===== src/rtl/dmawr_pkg.sv =====
// Shared AXI3 encodings, burst geometry and FSM state type for the dmawr
// streaming DMA writer.
package dmawr_pkg;

  localparam int unsigned BURST_BEATS = 16;

  localparam logic [2:0] SIZE8 = 3'd3;
  localparam logic [1:0] INCR  = 2'd1;
  localparam logic [1:0] OKAY  = 2'd0;

  typedef enum logic [2:0] {
    S_IDLE,
    S_WAIT,
    S_ADDR,
    S_DATA,
    S_DRAIN
  } state_t;

  // Number of 64-bit words in a [start, end) byte range.
  function automatic logic [31:0] range_words(input logic [31:0] first,
                                              input logic [31:0] last);
    return (last - first) >> 3;
  endfunction

endpackage


===== src/rtl/dmawr_fifo.sv =====
// Synchronous first-word-fall-through FIFO; head word is visible on rdata
// whenever empty is low.
module dmawr_fifo #(
  parameter int unsigned DEPTH = 32,
  parameter int unsigned WIDTH = 64
) (
  input  logic                     clk,
  input  logic                     reset,
  input  logic                     wr_en,
  input  logic [WIDTH-1:0]         wr_data,
  input  logic                     rd_en,
  output logic [WIDTH-1:0]         rd_data,
  output logic [$clog2(DEPTH):0]   count,
  output logic                     full,
  output logic                     empty
);

  localparam int unsigned AW = $clog2(DEPTH);
  localparam int unsigned CW = AW + 1;
  localparam logic [AW:0] FULL_COUNT = DEPTH[AW:0];

  logic [WIDTH-1:0] mem [DEPTH];
  logic [AW-1:0]    wr_ptr;
  logic [AW-1:0]    rd_ptr;
  logic             do_wr;
  logic             do_rd;

  assign do_wr   = wr_en && !full;
  assign do_rd   = rd_en && !empty;
  assign full    = (count == FULL_COUNT);
  assign empty   = (count == '0);
  assign rd_data = mem[rd_ptr];

  always_ff @(posedge clk) begin
    if (do_wr) begin
      mem[wr_ptr] <= wr_data;
    end
  end

  always_ff @(posedge clk or posedge reset) begin
    if (reset) begin
      wr_ptr <= '0;
      rd_ptr <= '0;
      count  <= '0;
    end else begin
      if (do_wr) begin
        wr_ptr <= wr_ptr + AW'(1);
      end
      if (do_rd) begin
        rd_ptr <= rd_ptr + AW'(1);
      end
      case ({do_wr, do_rd})
        2'b10:   count <= count + CW'(1);
        2'b01:   count <= count - CW'(1);
        default: count <= count;
      endcase
    end
  end

endmodule


===== src/rtl/dmawr.sv =====
// Streaming DMA writer: buffers 64-bit input words and writes them to memory
// as AXI3 INCR bursts over [addrstart, addrend).
module dmawr
  import dmawr_pkg::*;
#(
  parameter int unsigned BURST  = BURST_BEATS,
  parameter int unsigned DEPTH  = 32,
  parameter int unsigned MAXOUT = 4
) (
  input  logic        clk,
  input  logic        reset,
  input  logic        start,
  input  logic [31:0] addrstart,
  input  logic [31:0] addrend,
  input  logic [63:0] indata,
  input  logic        invalid,
  output logic        inready,
  output logic        busy,
  output logic        done,
  output logic        err,
  output logic [31:0] awaddr,
  output logic [11:0] awid,
  output logic [3:0]  awlen,
  output logic [2:0]  awsize,
  output logic [1:0]  awburst,
  output logic        awvalid,
  input  logic        awready,
  output logic [63:0] wdata,
  output logic [7:0]  wstrb,
  output logic [11:0] wid,
  output logic        wlast,
  output logic        wvalid,
  input  logic        wready,
  input  logic [11:0] bid,
  input  logic [1:0]  bresp,
  input  logic        bvalid,
  output logic        bready
);

  localparam int unsigned OW = $clog2(MAXOUT + 1);
  localparam logic [3:0]  LAST_BEAT = 4'(BURST - 1);
  localparam logic [31:0] BURST_BYTES = 32'(BURST * 8);

  state_t state;
  state_t state_nx;

  logic [31:0]           addr_q;
  logic [31:0]           words_q;
  logic [31:0]           acc_cnt;
  logic [31:0]           burst_cnt;
  logic [31:0]           bursts_total;
  logic [OW-1:0]         out_cnt;
  logic [3:0]            beat;

  logic [$clog2(DEPTH):0] fifo_count;
  logic                   fifo_full;
  logic                   fifo_empty;
  logic [63:0]            fifo_head;
  logic                   fifo_wr;

  logic aw_hs;
  logic w_hs;
  logic b_dec;
  logic can_issue;
  logic bid_unused;

  assign bid_unused = ^bid;

  assign busy         = (state != S_IDLE);
  assign bursts_total = words_q / BURST;
  assign inready      = busy && !fifo_full && (acc_cnt < words_q);
  assign fifo_wr      = invalid && inready;

  assign aw_hs = awvalid && awready;
  assign w_hs  = wvalid && wready;
  assign b_dec = bvalid && (out_cnt != '0);

  assign can_issue = (32'(fifo_count) >= BURST) && (32'(out_cnt) < MAXOUT) &&
                     (burst_cnt < bursts_total);

  assign awaddr  = addr_q;
  assign awid    = '0;
  assign awlen   = LAST_BEAT;
  assign awsize  = SIZE8;
  assign awburst = INCR;
  assign wdata   = fifo_head;
  assign wstrb   = '1;
  assign wid     = '0;
  assign wlast   = (state == S_DATA) && (beat == LAST_BEAT);
  assign bready  = 1'b1;

  dmawr_fifo #(
    .DEPTH(DEPTH),
    .WIDTH(64)
  ) u_fifo (
    .clk    (clk),
    .reset  (reset),
    .wr_en  (fifo_wr),
    .wr_data(indata),
    .rd_en  (w_hs),
    .rd_data(fifo_head),
    .count  (fifo_count),
    .full   (fifo_full),
    .empty  (fifo_empty)
  );

  always_comb begin
    state_nx = state;
    awvalid  = 1'b0;
    wvalid   = 1'b0;
    done     = 1'b0;
    case (state)
      S_IDLE: begin
        if (start) state_nx = S_WAIT;
      end
      // Holds off the address phase until a full burst is buffered so the
      // data phase never stalls on the input stream.
      S_WAIT: begin
        if (can_issue) state_nx = S_ADDR;
      end
      S_ADDR: begin
        awvalid = 1'b1;
        if (awready) state_nx = S_DATA;
      end
      S_DATA: begin
        wvalid = !fifo_empty;
        if (!fifo_empty && wready && (beat == LAST_BEAT)) begin
          state_nx = (burst_cnt < bursts_total) ? S_WAIT : S_DRAIN;
        end
      end
      S_DRAIN: begin
        if (out_cnt == '0) begin
          done     = 1'b1;
          state_nx = S_IDLE;
        end
      end
      default: state_nx = S_IDLE;
    endcase
  end

  always_ff @(posedge clk or posedge reset) begin
    if (reset) begin
      state     <= S_IDLE;
      addr_q    <= '0;
      words_q   <= '0;
      acc_cnt   <= '0;
      burst_cnt <= '0;
      out_cnt   <= '0;
      beat      <= '0;
      err       <= 1'b0;
    end else begin
      state <= state_nx;
      if (state == S_IDLE && start) begin
        addr_q    <= addrstart;
        words_q   <= range_words(addrstart, addrend);
        acc_cnt   <= '0;
        burst_cnt <= '0;
        out_cnt   <= '0;
        beat      <= '0;
        err       <= 1'b0;
      end else begin
        if (fifo_wr) begin
          acc_cnt <= acc_cnt + 32'd1;
        end
        if (aw_hs) begin
          addr_q    <= addr_q + BURST_BYTES;
          burst_cnt <= burst_cnt + 32'd1;
        end
        if (aw_hs && !b_dec) begin
          out_cnt <= out_cnt + OW'(1);
        end else if (b_dec && !aw_hs) begin
          out_cnt <= out_cnt - OW'(1);
        end
        if (w_hs) begin
          beat <= (beat == LAST_BEAT) ? '0 : beat + 4'd1;
        end
        if (bvalid && (bresp != OKAY)) begin
          err <= 1'b1;
        end
      end
    end
  end

endmodule

===== config.mk =====
export PLATFORM = sky130hd
export DESIGN_NAME = dmawr
export DESIGN_NICKNAME = d
export VERILOG_FILES = /design/src/rtl/dmawr_pkg.sv /design/src/rtl/dmawr_fifo.sv /design/src/rtl/dmawr.sv
export SDC_FILE = /design/constraint.sdc
export NUM_CORES = 2
export LEC_CHECK = 0
export CAP_MARGIN = 0
export CORE_UTILIZATION = 55
export DETAILED_ROUTE_END_ITERATION = 8
export PLACE_DENSITY_LB_ADDON = 0.3
export SETUP_SLACK_MARGIN = 0.3
export SYNTH_ARGS = -nofsm -noshare
export SYNTH_HDL_FRONTEND = slang
export SYNTH_HIERARCHICAL = 1
export SYNTH_SLANG_ARGS = --single-unit

===== constraint.sdc =====
create_clock -name clk -period 6.7 [get_ports clk]
set_input_delay 1.675 -clock clk [delete_from_list [all_inputs] [get_ports clk]]
set_output_delay 1.675 -clock clk [all_outputs]
set_load 0.02 [all_outputs]

# Yosys cells after proc, flatten, opt, wreduce, memory -nomap -nowiden

Memories as Yosys holds them, arrays and structs flattened.
Cells that the tools add are included.

Logic and storage cells: 102
Input bits: 149
Output and inout port bits: 145
Bits in read-only memories: 0
Memories kept: 1
RAM bits: 2048
Bits in latches: 0
Register bits after elaboration: 152

Memories:

| memory     | words | width | rd ports | clocked after memory_dff | wr ports | RTL line         | text |
|---|---|---|---|---|---|---|---|
| u_fifo.mem | 32    | 64    | 1        | 0                        | 1        | dmawr_fifo.sv:22 | `logic [WIDTH-1:0] mem [DEPTH];` |

Add/subtract/negate cells: 11
Order comparisons: 4
Bitwise operators: 0
Reduce and logical (&&, ||, !) cells: 34
Shifts and indexed selects: 0
Divide/modulo/power cells: 0
Mux-type cells: 28
Multipliers: 0
Eq/ne operators: 13

Operators with widths:

| cell                    | number |
|---|---|
| $mux W32                | 6 |
| $add A32 B1 Y32 const B | 2 |
| $add A32 B8 Y32 const B | 1 |
| $lt A32 B25 Y1          | 1 |
| $lt A32 B29 Y1          | 1 |
| $sub A32 B32 Y32        | 1 |
| $mux W3                 | 9 |
| $logic_and A1 B1 Y1     | 17 |
| $pmux W3 S5             | 1 |
| $mux W4                 | 3 |
| $pmux W6 S2             | 1 |
| $reduce_bool A2 Y1      | 6 |
| $add A5 B1 Y5 const B   | 2 |
| $reduce_bool A3 Y1      | 3 |
| $mux W1                 | 8 |
| $ne A2 B2 Y1 const B    | 4 |
| $add A6 B1 Y6 const B   | 1 |
| $eq A3 B2 Y1 const B    | 2 |
| $eq A6 B6 Y1 const B    | 1 |
| $ge A6 B5 Y1 const B    | 1 |
| $logic_not A3 Y1        | 2 |
| $logic_not A6 Y1        | 1 |
| $sub A6 B1 Y6 const B   | 1 |
| $reduce_and A5 Y1       | 1 |
| 11 further kinds        | 14 |

# Longest topological paths before layout

Depth in word-level cells: 8
Depth in mapped cells: 22
Mapped depth without buffers: 19

# Cells and area by module

Netlist, hierarchy kept.

Modules (own cells, without submodules):

| module     | area an instance (um^2) | cells each | instances | seq. area each (um^2) |
|---|---|---|---|---|
| dmawr_fifo | 78495.3                 | 3513       | 1         | 61899.4 |
| dmawr      | 9425.3                  | 1097       | 1         | 3403.3 |

# Least setup slack after synthesis

OpenSTA, ideal clock, no wires.

Kind: flip-flop to flip-flop
Start point: reg acc_cnt[17]
End point: mem u_fifo.mem[29][0] (enable)
Period minus slack after synthesis: 6.267 ns
Path buffers: 3
Arrival: 5.780 ns
Library setup time: 0.487 ns
Cell stages (with the launch flop): 16
Path slack: 0.433 ns
Required time: 6.213 ns
Path through: dfrtp_1 > ha_1 > a21o_1 > a21o_1 > a211o_1 > o211ai_2 > a21oi_2 > o41a_1 > and2_4 > buf_6 > buf_6 > nor2_1 > o31a_1 > clkbuf_1 > nand2_1 > nor2_1

Cells in the longest elaborated chain, start to end: 6

Ends and longest elaborated chain:

| element                       | RTL line         | text |
|---|---|---|
| start, declared               | dmawr.sv:49      | `logic [31:0] acc_cnt;` |
| start signal, assigned        | dmawr.sv:163     | `acc_cnt <= acc_cnt + 32'd1;` |
| $lt A32 B29 Y1                | dmawr.sv:71      | `assign inready = busy && !fifo_full && (acc_cnt < words_q);` |
| $logic_and A1 B1 Y1           | dmawr.sv:71      |  |
| $logic_and A1 B1 Y1           | dmawr.sv:72      | `assign fifo_wr = invalid && inready;` |
| via fifo_wr                   | dmawr.sv:59      | `logic fifo_wr;` |
| $logic_and A1 B1 Y1           | dmawr_fifo.sv:28 | `assign do_wr = wr_en && !full;` |
| $mux W1                       | dmawr_fifo.sv:35 | `if (do_wr) begin` |
| $mux W1 (not written as such) | dmawr_fifo.sv:36 | `mem[wr_ptr] <= wr_data;` |
| end, declared                 | dmawr_fifo.sv:22 |  |

The timed path passes the listed nets, and every way through them passes these cells.

# Worst setup path in the final report

Start point: reg u_fifo.rd_ptr[2]
End point: out wdata[34]

Cells in the longest elaborated chain, start to end: 1

Ends and longest elaborated chain:

| element                | RTL line         | text |
|---|---|---|
| start, declared        | dmawr_fifo.sv:24 | `logic [AW-1:0] rd_ptr;` |
| start signal, assigned | dmawr_fifo.sv:50 | `rd_ptr <= rd_ptr + AW'(1);` |
| $mem_v2 Z32 W64        | -                |  |
| end, declared          | dmawr.sv:28      | `output logic [63:0] wdata,` |

Every way passes these cells.

==> impl_results.md <==
- Max-cap violation count: 0
- Antenna violations before repair: 12
- Maximum buffer depth of the clock tree: 3
- Final nets: 5206
- Reg2reg end: u_fifo/mem[4][47]
- RSZ-0062 raised after global routing: no
- Crit. End Element: primary output
- Crit path buf inv count: 2
- Later-pin clock latency in the skew report: between 0.8 and 0.9 ns
- Detailed-route via count: between 40000 and 50000
- Core ar.: 159000 sq um
- Worst-Margin Slew: about 1.3 ns
- Sequential cell area: around 65000 sq um
- Initial Util: 55.4%
- HP Class: reg2reg
- R2R cell count: 14
- Synth cell types: 82
- CP max FO: a little over 50
- Final setup fails: 0
- R2R Setup Slk: 1.25 ns
- Max-slew headroom: around 14%
- DR vias/cell: ~6.4
- Residual DRC count: 0
- CP Depth: 6
- Initial DRC Count: around 5000
- Post-layout min period: approximately 6.2 ns
- Area after DPL: between 90000 and 100000 sq um
- Synth top area cells: edfxtp_1 (70%), mux4_2 (9.6%), dfrtp_1 (4.3%), mux2i_1 (3.0%), ha_1 (1.4%)
- Avg Cell Area, Syn: between 15 and 20 sq um
- Pin count of the biggest net entering global routing: 130
- Wire length per cell: ~29 um
- # rows: 146
- Num CTS Buffers: approximately 210
- Smallest setup slack after layout: just over 0.5 ns
- Crit path required time: roughly 5.0 ns
- Total Neg Setup Slack: 0 ns
- Top_reg_cell synth: edfxtp_1
- Worst setup path endpoint: wdata[34]
- Async SR Flop Fraction: 6.91%
- Sequential area share after synthesis: 74.3%
- # IOs: a little under 300
- Max IR drop VDD: a little under 0.5 mV
- Antenna Nets Post-Route: 0
- Fill cells: ~11000
- Mapped cell area: between 80000 and 90000 sq um
- CP cell instances: buf_4 -> or2_2 -> o22a_1 -> nor2_1 -> nor3_1 -> clkdlybuf4s50_1
- Largest stage delay, worst path: 0.75 ns
- Post_cts resized: 0
- Mapped Cells: between 4000 and 5000
- Crit path kind: reg2out
- Slew Limit Fails: 0
- Port bufs: 239
- Reg-to-Reg Start: words_q[17]
- Clk root buf: clkbuf_16
- # H-tree levels: 4
- Area of the multi-input gates: between 20000 and 25000 sq um
- Final non-filler cell total: 7212
- Crit-path slowest cell: buf_4
- Outcome: finished, final reports clean
- Routed WL: about 210000 um
- WP data arrival: about 4.5 ns
- Hpwl dp: roughly 110000 um
- Synth warnings: 6
- Area leader, netlist: edfxtp_1
- Hold_ws: about 0.47 ns
- Syn-to-layout area delta: 13.4%
- Sink Count: 2200
- Pre-CTS setup slack: 0.926 ns
- Die Wd: between 400 and 500 um
- GR Util All Layers: roughly a quarter
- Vias in the first global route: between 40000 and 50000
- FMAX: ~160 MHz
- Final Cycle Share: between 90% and 100%
- LEAKAGE: 0.0331 uW
- CP startpoint kind: flip-flop
- EDFF count, synth: just over 2000
- Crit. Startpoint: u_fifo/rd_ptr[2]
- DRT Pass-1 Iters: 6
- FF+latch count, synth: 2200
- GRT overflow: 0
- Layout cell share with drive strength beyond 1: between 15 and 20%
- CTS tree: yes
- Die Y: around 400 um
- Final hold vios: 0
- GPL Wtd Cong: between 0.8 and 0.9
- Clk pin slew, worst setup/hold paths: ~0.060 ns
- First-pass GRT wire length: ~310000 um
- Post-Route Skew: between 0.02 and 0.025 ns
- CP delay by family, top: buffers and inverters
- Cells after DPL: 6817
- Design area: about 100000 sq um
- Power Density: slightly below 400 nW/um^2
- Worst Hold Launch: words_q[0]
- Die area: 161000 sq um
- Post-synth top area share: 69.9%
-- final cells by class --
type / instances / share of cell area [%]
repair buffers: 371 / 3.84
inverters: 90 / 0.344
diodes: 2 / 0.00502
clock buffers: 298 / 5.72
multi-input cells: 2085 / 21.2
flip-flops and latches: 2200 / 65.5
clock inverters: 94 / 0.762
well taps: 2072 / 2.60
-- routing by layer --
metal  vias up  global-route usage (%)  share of wire (%)  wire length [um]
li1      19500                       -                  -                 -
met1     24200                    35.9                 39             82700
met2      2062                    43.2                 50            104000
met3       379                    4.44                8.3             17400
met4        14                    7.51                2.8              5820
met5         -                       0              0.036                75
-- state kept, by name (all words and copies together), names as in the netlist --
name and flops:
state 3, u_fifo/rd_ptr 5, awaddr 32, err 1, words_q 29, out_cnt 3, u_fifo/wr_ptr 5, u_fifo/count 6
u_fifo/mem 2048, beat 4, burst_cnt 32, acc_cnt 32
-- worst reg2reg max path, stage by stage (launching register included) --
cell and delay [ns]:
dfrtp_1 0.38, inv_1 0.15, ha_1 0.27, a21o_1 0.18
a21o_1 0.17, a211o_1 0.30, o211ai_2 0.08, a21oi_2 0.07
o41a_1 0.41, and2_4 0.32, nor2_1 0.31, o31a_1 0.56
nand2_1 0.63, nor2_4 0.92, buf_4 0.36
-- report_power, final --
| group | internal [uW] | leakage, uW | total, uW | switching [uW] |
|---|---|---|---|---|
| logic | 5020 | 0.00951 | 11600 | 6570 |
| registers | 16000 | 0.0204 | 16600 | 552 |
| clock network | 6170 | 0.00313 | 11200 | 4980 |
-- how the worst min path moves through the flow --
stage	end	slack, ns	cells past startpoint
after floorplan	words_q[10]	0.45	2
after global placement	awaddr[5]	0.47	2
after detailed placement	words_q[0]	0.47	2
after CTS	words_q[0]	0.48	2
after global routing	acc_cnt[31]	0.50	1
final	words_q[0]	0.47	2
-- cell usage in the layout, fill, tap and decap left out, types with 107 or more instances in the layout --
| cell type | n |
|---|---|
| edfxtp_1 | 2048 |
| mux2i_1 | 265 |
| clkdlybuf4s50_1 | 239 |
| dfrtp_1 | 147 |
| o21ai_0 | 109 |
| a22oi_1 | 107 |
| clkbuf_16 | 212 |
| a21oi_1 | 114 |
| mux4_2 | 375 |
| nand2_1 | 136 |
-- synth_stat cells, drive strengths merged (10+ instances only) --
master / n
edfxtp: 2048
mux4: 382
mux2i: 265
buf: 176
dfrtp: 152
nand2: 138
nor2: 131
a21oi: 115
o21ai: 110
a22oi: 107
clkbuf: 99
ha: 96
inv: 90
o22ai: 85
o221ai: 52
nand4: 50
nand3: 48
a211oi: 43
xor2: 41
nor3: 35
xnor2: 31
and3: 28
a22o: 25
nand2b: 24
o211ai: 22
a21o: 20
a2111oi: 18
o22a: 18
or3: 18
nor2b: 16
or4: 12
and2: 10
-- cells by family after synthesis --
| logic type | count (synthesis) | share of synthesized area [%] |
|---|---|---|
| DFF | 2200 | 74.3 |
| buffers and inverters | 365 | 2.22 |
| other | 2 | 0.00854 |
| and+or+nand+nor | 554 | 3.21 |
| AOI/OAI and AO/OA | 671 | 5.31 |
| adders and majority gates | 98 | 1.41 |
| muxes | 648 | 12.8 |
| xor gates and xnor gates | 72 | 0.717 |
-- metrics by stage --
stage,power [uW],utilization [%]
2_1_floorplan,24300,-
3_3_place_gp,28300,58.8
3_5_place_dp,28500,58.8
4_1_cts,39600,62.9
5_1_grt,40800,62.9
6_report,39300,62.9
-- repair_timing --
action | CTS | global route
setup buffers | 1 | 0
setup endpoints to repair | 1 | 0
hold buffers | 0 | 0
Note: power is estimated with default switching activity, not from simulation.
